`src/rtl/fifo_arb_pkg.sv`:
```
// Shared types and width helpers for the FIFO write-port arbiter.
package fifo_arb_pkg;

    typedef enum logic {
        IDLE = 1'b0,
        OWN  = 1'b1
    } arb_state_e;

    // Width of a producer index (owner, rr_ptr, grant_id).
    function automatic int idx_w(input int num_req);
        return (num_req > 1) ? $clog2(num_req) : 1;
    endfunction

    // Width of the burst counter, which must hold 0..MAX_BURST.
    function automatic int cnt_w(input int max_burst);
        return $clog2(max_burst + 1);
    endfunction

endpackage

```
`src/rtl/fifo_rr_pick.sv`:
```
// Rotating-priority picker: first set request at or after ptr_i, modulo N.
module fifo_rr_pick #(
    parameter int N  = 4,
    parameter int IW = 2
) (
    input  logic [N-1:0]  req_i,
    input  logic [IW-1:0] ptr_i,
    output logic          found_o,
    output logic [IW-1:0] idx_o
);

    // Scan from the farthest offset down so the nearest hit is written last.
    always_comb begin
        int j;
        found_o = 1'b0;
        idx_o   = '0;
        for (int i = N - 1; i >= 0; i--) begin
            j = int'(ptr_i) + i;
            if (j >= N) j = j - N;
            if (req_i[j]) begin
                found_o = 1'b1;
                idx_o   = IW'(j);
            end
        end
    end

endmodule

```
`src/rtl/fifo_wr_arbiter.sv`:
```
// Round-robin, burst-locking arbiter sharing one FIFO write port between producers.
module fifo_wr_arbiter
    import fifo_arb_pkg::*;
#(
    parameter int NUM_REQ    = 4,
    parameter int DATA_WIDTH = 32,
    parameter int MAX_BURST  = 4
) (
    input  logic                          clk,
    input  logic                          reset,
    input  logic [NUM_REQ-1:0]            req_valid,
    input  logic [NUM_REQ*DATA_WIDTH-1:0] req_data,
    output logic [NUM_REQ-1:0]            req_ready,
    input  logic                          fifo_full,
    output logic                          fifo_we,
    output logic [DATA_WIDTH-1:0]         fifo_data,
    output logic [$clog2(NUM_REQ)-1:0]    grant_id,
    output logic                          busy
);

    localparam int IW = idx_w(NUM_REQ);
    localparam int CW = cnt_w(MAX_BURST);
    localparam logic [CW-1:0] CNT_ONE = CW'(1);
    localparam logic [CW-1:0] CNT_MAX = CW'(MAX_BURST);
    localparam logic [IW-1:0] IDX_ONE = IW'(1);
    localparam logic [IW-1:0] IDX_LAST = IW'(NUM_REQ - 1);

    arb_state_e    state_q, state_d;
    logic [IW-1:0] owner_q, owner_d;
    logic [CW-1:0] burst_cnt_q, burst_cnt_d;
    logic [IW-1:0] rr_ptr_q, rr_ptr_d;

    logic          pick_found;
    logic [IW-1:0] pick_idx;
    logic          owner_live;
    logic          sel_found;
    logic [IW-1:0] sel_idx;
    logic          xfer;

    fifo_rr_pick #(
        .N  (NUM_REQ),
        .IW (IW)
    ) u_pick (
        .req_i   (req_valid),
        .ptr_i   (rr_ptr_q),
        .found_o (pick_found),
        .idx_o   (pick_idx)
    );

    // Holding reset low masks every output, whatever the producers drive.
    assign owner_live = (state_q == OWN) && req_valid[owner_q];
    assign sel_found  = reset && (owner_live || pick_found);
    assign sel_idx    = owner_live ? owner_q : pick_idx;
    assign xfer       = sel_found && !fifo_full;

    always_comb begin
        fifo_we   = sel_found;
        fifo_data = sel_found ? req_data[sel_idx*DATA_WIDTH +: DATA_WIDTH] : '0;
        grant_id  = sel_found ? sel_idx : '0;
        busy      = reset && (state_q == OWN);
        req_ready = '0;
        if (xfer) req_ready[sel_idx] = 1'b1;
    end

    always_comb begin
        state_d     = state_q;
        owner_d     = owner_q;
        burst_cnt_d = burst_cnt_q;
        rr_ptr_d    = rr_ptr_q;
        if (xfer) begin
            if (state_q == IDLE || sel_idx != owner_q) begin
                owner_d     = sel_idx;
                burst_cnt_d = CNT_ONE;
                rr_ptr_d    = (sel_idx == IDX_LAST) ? '0 : sel_idx + IDX_ONE;
                state_d     = (MAX_BURST == 1) ? IDLE : OWN;
            end else if (burst_cnt_q + CNT_ONE == CNT_MAX) begin
                burst_cnt_d = '0;
                state_d     = IDLE;
            end else begin
                burst_cnt_d = burst_cnt_q + CNT_ONE;
            end
        end else if (state_q == OWN && !req_valid[owner_q]) begin
            state_d = IDLE;
        end
    end

    always_ff @(posedge clk or negedge reset) begin
        if (!reset) begin
            state_q     <= IDLE;
            owner_q     <= '0;
            burst_cnt_q <= '0;
            rr_ptr_q    <= '0;
        end else begin
            state_q     <= state_d;
            owner_q     <= owner_d;
            burst_cnt_q <= burst_cnt_d;
            rr_ptr_q    <= rr_ptr_d;
        end
    end

endmodule
```
`config.mk`:
```
export PLATFORM = sky130hd
export DESIGN_NAME = fifo_wr_arbiter
export DESIGN_NICKNAME = d
export VERILOG_FILES = /design/src/rtl/fifo_arb_pkg.sv /design/src/rtl/fifo_rr_pick.sv /design/src/rtl/fifo_wr_arbiter.sv
export SDC_FILE = /design/constraint.sdc
export NUM_CORES = 1
export LEC_CHECK = 0
export ABC_CLOCK_PERIOD_IN_PS = 2100
export CAP_MARGIN = 10
export CORE_AREA = 2 2 67 69
export CTS_CLUSTER_DIAMETER = 80
export DETAILED_ROUTE_END_ITERATION = 8
export DIE_AREA = 0 0 69 71
export DONT_BUFFER_PORTS = 1
export PLACE_DENSITY_LB_ADDON = 0.05
export SETUP_SLACK_MARGIN = 0.2
export SYNTH_ARGS = -nofsm -noshare
export SYNTH_HDL_FRONTEND = slang
export SYNTH_SLANG_ARGS = --single-unit
```
`constraint.sdc`:
```
create_clock -name clk -period 2.1 [get_ports clk]
set_input_delay 0.105 -clock clk [delete_from_list [all_inputs] [get_ports clk]]
set_output_delay 0.105 -clock clk [all_outputs]
set_load 0.01 [all_outputs]
```
Word-level counts from Yosys, hierarchy flattened. Cells that the tools add are included.

Register bits after elaboration: 8. Latch bits: 0. Memory bits (writable): 0. Memory bits (read-only): 0. Input bits: 135. Output and inout port bits: 40. Word-level logic and storage cells: 82. Memories kept: 0.

$add $sub $neg: 9. Multipliers: 0. Div/mod/pow operators: 0. Magnitude comparators: 11. Equality and inequality tests: 4. Shift operators: 1. Muxes and demuxes: 39. Bitwise gates (word level): 1. Reduce and logical (&&, ||, !) cells: 13.

Operators by type and width (number): 32-bit two-way mux (5); 32-bit by 4-bit < comparator with 1-bit output (second input constant) (4); 128-bit by 8-bit variable part select with 32-bit output (1); 32-bit by 4-bit greater-or-equal comparator with 1-bit output (second input constant) (3); 32-bit by 4-bit subtractor with 32-bit output (second input constant) (3); 1-bit two-way mux (18); 2-bit two-way mux (7); 1-bit binary-select mux with 2-bit select (5); 2-bit by 2-bit adder with 3-bit output (second input constant) (2); 1-bit logical AND (6); 2-bit by 3-bit < comparator with 1-bit output (second input constant) (2); 3-bit two-way mux (2); 4-bit two-way mux (1); 2-bit AND reduction (2); 2-bit by 3-bit subtractor with 4-bit output (second input constant) (1); 2-bit by 1-bit adder with 3-bit output (second input constant) (1); 3-bit by 1-bit adder with 3-bit output (second input constant) (1); 3-bit == test (second input constant) (1); 2-bit by 3-bit greater-or-equal comparator with 1-bit output (second input constant) (1); 3-bit by 1-bit inequality test with 1-bit output (second input constant) (1); 2-bit by 1-bit adder with 2-bit output (second input constant) (1); 1-bit demux with 2-bit select (1); 2-bit == test (second input constant) (1); 2-bit by 1-bit greater-or-equal comparator with 1-bit output (second input constant) (1); other kinds (5) (7).

Depth between registers and ports, before layout.
Word-level depth: 16. Depth in mapped cells: 9. Depth with buffers taken out: 7.

Cells and area by module. A second synthesis with hierarchy kept.

Cell total of the unflattened synthesis: 191. Area, all modules: 1765.4 um^2.

Modules (own cells, without submodules): fifo_wr_arbiter (times used 1, cells an instance 178, area each 1687.9 um^2, sequential area each 200.2 um^2); fifo_rr_pick (times used 1, cells an instance 13, area each 77.6 um^2, sequential area each 0.0 um^2).

Worst setup path after synthesis. Ideal clock, no wire load.

Kind: register to register. From: register owner_q[0]. To: register rr_ptr_q[1]. Setup time: 125 ps. Arrival time: 1954 ps. Required time: 1975 ps. Slack: 21 ps. Stages on the path, launching flop included: 9. Buffers on the path: 2. Clock period less this slack: 2079 ps. Cells stage by stage: dfrtp_1 buf_6 mux2i_4 o22ai_1 mux2i_1 buf_2 inv_1 ha_1 mux2_4.

Longest elaborated chain between the ends: 7. Elaborated cells on any way between the ends: 13. Classes of those cells: 1 x add/sub; 2 x eq/ne; 4 x mux; 6 x reduce/logical.

Ends and longest elaborated chain: start: declaration (RTL line fifo_wr_arbiter.sv:29) `logic [IW-1:0] owner_q, owner_d;`; start signal: assignment (RTL line fifo_wr_arbiter.sv:95) `owner_q <= owner_d;`; 1-bit binary-select mux with 2-bit select (RTL line fifo_wr_arbiter.sv:51) `assign owner_live = (state_q == OWN) && req_valid[owner_q];`; 1-bit two-way mux (implied by the code) (RTL line fifo_wr_arbiter.sv:51); 1-bit logical AND (RTL line fifo_wr_arbiter.sv:51); 2-bit two-way mux * (RTL line fifo_wr_arbiter.sv:53) `assign sel_idx = owner_live ? owner_q : pick_idx;`; net sel_idx[0] (RTL line fifo_wr_arbiter.sv:37) `logic [IW-1:0] sel_idx;`; parallel branches: the longest is 3 deep, another holds 2-bit by 1-bit adder with 2-bit output; end signal: assignment (RTL line fifo_wr_arbiter.sv:97) `rr_ptr_q <= rr_ptr_d;`; end: declaration (RTL line fifo_wr_arbiter.sv:31) `logic [IW-1:0] rr_ptr_q, rr_ptr_d;`.

Mark *: on every way through the listed nets, which the timed path passes. The select of a mux whose other input is x is not followed. A chain may end at the register's enable or synchronous reset.

Worst setup path after layout.
From: register owner_q[0]. To: output port fifo_data[30].

Longest elaborated chain between the ends: 6. Elaborated cells on any way between the ends: 8. Classes of those cells: 1 x shift; 4 x mux; 3 x reduce/logical.

Ends and longest elaborated chain: 1-bit binary-select mux with 2-bit select (RTL line fifo_wr_arbiter.sv:51); 1-bit two-way mux (implied by the code) (RTL line fifo_wr_arbiter.sv:51); 1-bit logical AND (RTL line fifo_wr_arbiter.sv:51); 2-bit two-way mux or 1-bit logical OR (tied branches) (RTL line fifo_wr_arbiter.sv:53, fifo_wr_arbiter.sv:52); 128-bit by 8-bit variable part select with 32-bit output or 1-bit logical AND (tied branches) (RTL line fifo_wr_arbiter.sv:58, fifo_wr_arbiter.sv:52); 32-bit two-way mux * (RTL line fifo_wr_arbiter.sv:58) `fifo_data = sel_found ? req_data[sel_idx*DATA_WIDTH +: DATA_WIDTH] : '0;`; end: declaration (RTL line fifo_wr_arbiter.sv:16) `output logic [DATA_WIDTH-1:0] fifo_data,`.

Every way passes the cells marked *; elsewhere a longest branch is shown, timed or not. The select of a mux whose other input is x is not followed.

==> impl_metrics.csv <==
group,metric,value,unit
floorplanning,num_io_pins,175,
critical_path,worst_setup_ep_type,"output port",
placed_design,buffer_ports.inserted,0,
sta,max_slew_violation_count,0,
floorplanning,design.die.area,4900,um2
layout,combined_area_of_the_multi_input_logic_cells,1860,um2
critical_path,critPathRequiredTime,2.00,ns
sta,setup_repair_after_global_routing_missed_its_margin,"yes",
layout,ff_latch_area,201,um2
routing,wl_per_cell,20.1,um
floorplanning,fp-row-count,24,
sta,period_share,109,%
sta,setup_viol,39,
worst_hold_path,hold_path_class,"in2reg",
sta,finalClockSkew,0.00390,ns
floorplanning,core_area,4200,um2
pwr,p_leak,0.00106,uW
sta,timing.final.crit_period,2.29,ns
synthesis,synth_seq_area_share,10.5,%
routing,ant_nets,0,
clocking,ctsHtreeMaxLevel,1,
sta,maxClockFrequency,436,MHz
clocking,worst_setup_hold_path_clk_slew,0.05,ns
clocking,clkLatencyLatePin,0.24,ns
placed_design,dpl.cell_count,318,
layout,areaGrowthSynthToFinish,47.8,%
synthesis,async_flop_share,100,%
global_routing,number_of_antenna_violations_at_the_first_check_in_global_routing,0,
floorplanning,die_width,69,um
sta,report.final.hold_viol_count,0,
synthesis,postSynthNetCount,403,
layout,most-common-layout-cells,"67 x sky130_fd_sc_hd__nand2_1, 29 x sky130_fd_sc_hd__buf_4, 27 x sky130_fd_sc_hd__a311oi_2",
placed_design,dp.final_hpwl,4580,um
layout,stdcell_count,344,
layout,num-fill-cells,360,
critical_path,critPathMaxFanout,13,
routing,dr.pass1.iters,4,
layout,antenna-diode-count,0,
layout,layout_cells_sized_above_1,43.5,%
critical_path,critical_path_class,"reg2out",
clocking,clock_path_buffers,2,
floorplanning,initial_core_util,45.3,%
sta,fin_ws,-0.192,ns
global_routing,total_grt_overflow,0,
global_routing,wire_length_of_the_first_global_routing_pass,9590,um
layout,post-route-util,67.0,%
sta,timing.max_slew.rel_slack,58.3,%
pwr,vdd_ir_drop_max,0.000772,V
clocking,cts_made_buffers,3,
clocking,cts_num_sinks,8,
global_routing,groute.usage.overall,23.2,%
global_routing,via_count_of_the_first_global_routing_pass,1966,
critical_path,timing.critical_path.from_type,"flip-flop",
synthesis,ys_ff_latch,8,
routing,vias_per_cell,6.36,
routing,post-route-drc-count,0,
synthesis,post_synth_inst_count,262,
outcome,run_status,"finished, violations left",
synthesis,synth_edf_count,0,
synthesis,synth_area_per_cell,7.27,um2
synthesis,syn_area,1900,um2
synthesis,synth_warnings,0,
pwr,power_per_cell_area,1660,nW/um2
flow_run,cap_violations,0,
clocking,clockRootBuffer,"sky130_fd_sc_hd__clkbuf_8",
routing,num_vias,2188,
routing,detail_route.iter0.violations,129,
placed_design,routabilityCongestion,0.846,
global_routing,grt_start_max_net_pins,41,
clocking,clock_tree_from_tritoncts,"done",
synthesis,ys_types,43,
sta,worstMarginPinSlew,0.624,ns
synthesis,postSynth.topFlopCell,"sky130_fd_sc_hd__dfrtp_1",
outcome,failed_checks,"negative setup slack",
routing,totalWireLength,6910,um
layout,nNetsFinal,435,
layout,layout.cells.most_common,"sky130_fd_sc_hd__nand2_1",
floorplanning,die_h,71,um
critical_path,worst_ep_arrival_time,2.19,ns
what timing repair did:
action	in CTS	in global routing
cloned	1	5
endpoints found under the setup margin	42	46
hold endpoints to repair	8	0
pin swaps	7	39
resized for setup	8	47
setup buffers	5	11
hold buffers	1	0
state kept, by name (all words and copies together) (netlist names):
name	cells
burst_cnt_q	3
owner_q	2
state_q	1
rr_ptr_q	2
where the power goes:
part / switching [uW] / total (uW) / internal (uW)
combinational: 2100 / 4160 / 2060
clock: 69.4 / 194 / 125
sequential: 94.8 / 326 / 231
Yosys cell counts (all sizes together) (5+ instances only):
library cell   n  area (um2)
a211oi        32         240
a311oi        32         280
and2          37         231
buf           20         165
clkbuf         6        23.8
dfrtp          8         200
ha             6        75.1
inv            5        18.8
mux2i          5        62.6
nand2         70         263
nor2           6        27.5
o21ai          5        47.5
kinds of logic after synthesis:
logic type / Yosys count / share of synthesized area [%]
AO/OA/AOI/OAI: 84 / 37.1
adder cells (fa/ha/maj): 6 / 3.94
buffers and inverters: 31 / 10.9
flip-flops: 8 / 10.5
multiplexers: 9 / 6.24
AND/OR/NAND/NOR: 124 / 31.3
per-stage QoR:
step           setup TNS, ns  hold slack, ns  cell area (um2)  total power, uW  setup slack, ns
5_1_grt                -8.76           0.168             2820             5000           -0.298
2_1_floorplan              0          -0.191             2100             2740            0.130
6_report               -5.00           0.157             2820             4680           -0.192
4_1_cts                -6.63           0.146             2410             3810           -0.227
3_5_place_dp           -2.31          -0.190             2260             3340           -0.112
3_3_place_gp          -0.685          -0.190             2260             3310          -0.0586
worst paths after layout:
kind | start | endpoint | slack (ns) | depth (start not counted)
worst max-delay path | owner_q[0] | fifo_data[30] | -0.19 | 9
worst min-delay path | fifo_full | burst_cnt_q[1] | 0.16 | 3
worst max register to register | owner_q[0] | owner_q[1] | -0.02 | 6
worst min register to register | burst_cnt_q[1] | burst_cnt_q[1] | 0.52 | 2
max in group asynchronous | reset | owner_q[0] | 1.54 | 1
min in group asynchronous | reset | burst_cnt_q[2] | 0.24 | 1
routing by layer:
layer / vias up / track usage, % / wire length (um)
li1: 1035 / - / -
met1: 1034 / 30.0 / 2770
met2: 109 / 40.4 / 3630
met3: 10 / 3.85 / 429
met4: 0 / 5.88 / 82
met5: - / 0 / 0
cell type report:
type,count,share of cell area (%)
inverter,5,1.11
sequential,8,7.16
multi-input combinational,223,66.0
clock buffer,3,1.47
tap,52,2.31
timing repair buffer,53,22.0
worst max-delay path, stage by stage (launching register included):
cell,delay [ns]
sky130_fd_sc_hd__dfrtp_2,0.44
sky130_fd_sc_hd__mux2i_4,0.34
sky130_fd_sc_hd__nor2_4,0.08
sky130_fd_sc_hd__o31ai_4,0.21
sky130_fd_sc_hd__buf_12,0.18
sky130_fd_sc_hd__inv_6,0.05
sky130_fd_sc_hd__clkbuf_16,0.17
sky130_fd_sc_hd__a211oi_2,0.27
sky130_fd_sc_hd__a311oi_2,0.06
sky130_fd_sc_hd__buf_4,0.16
Note: power is estimated with default switching activity, not from simulation.
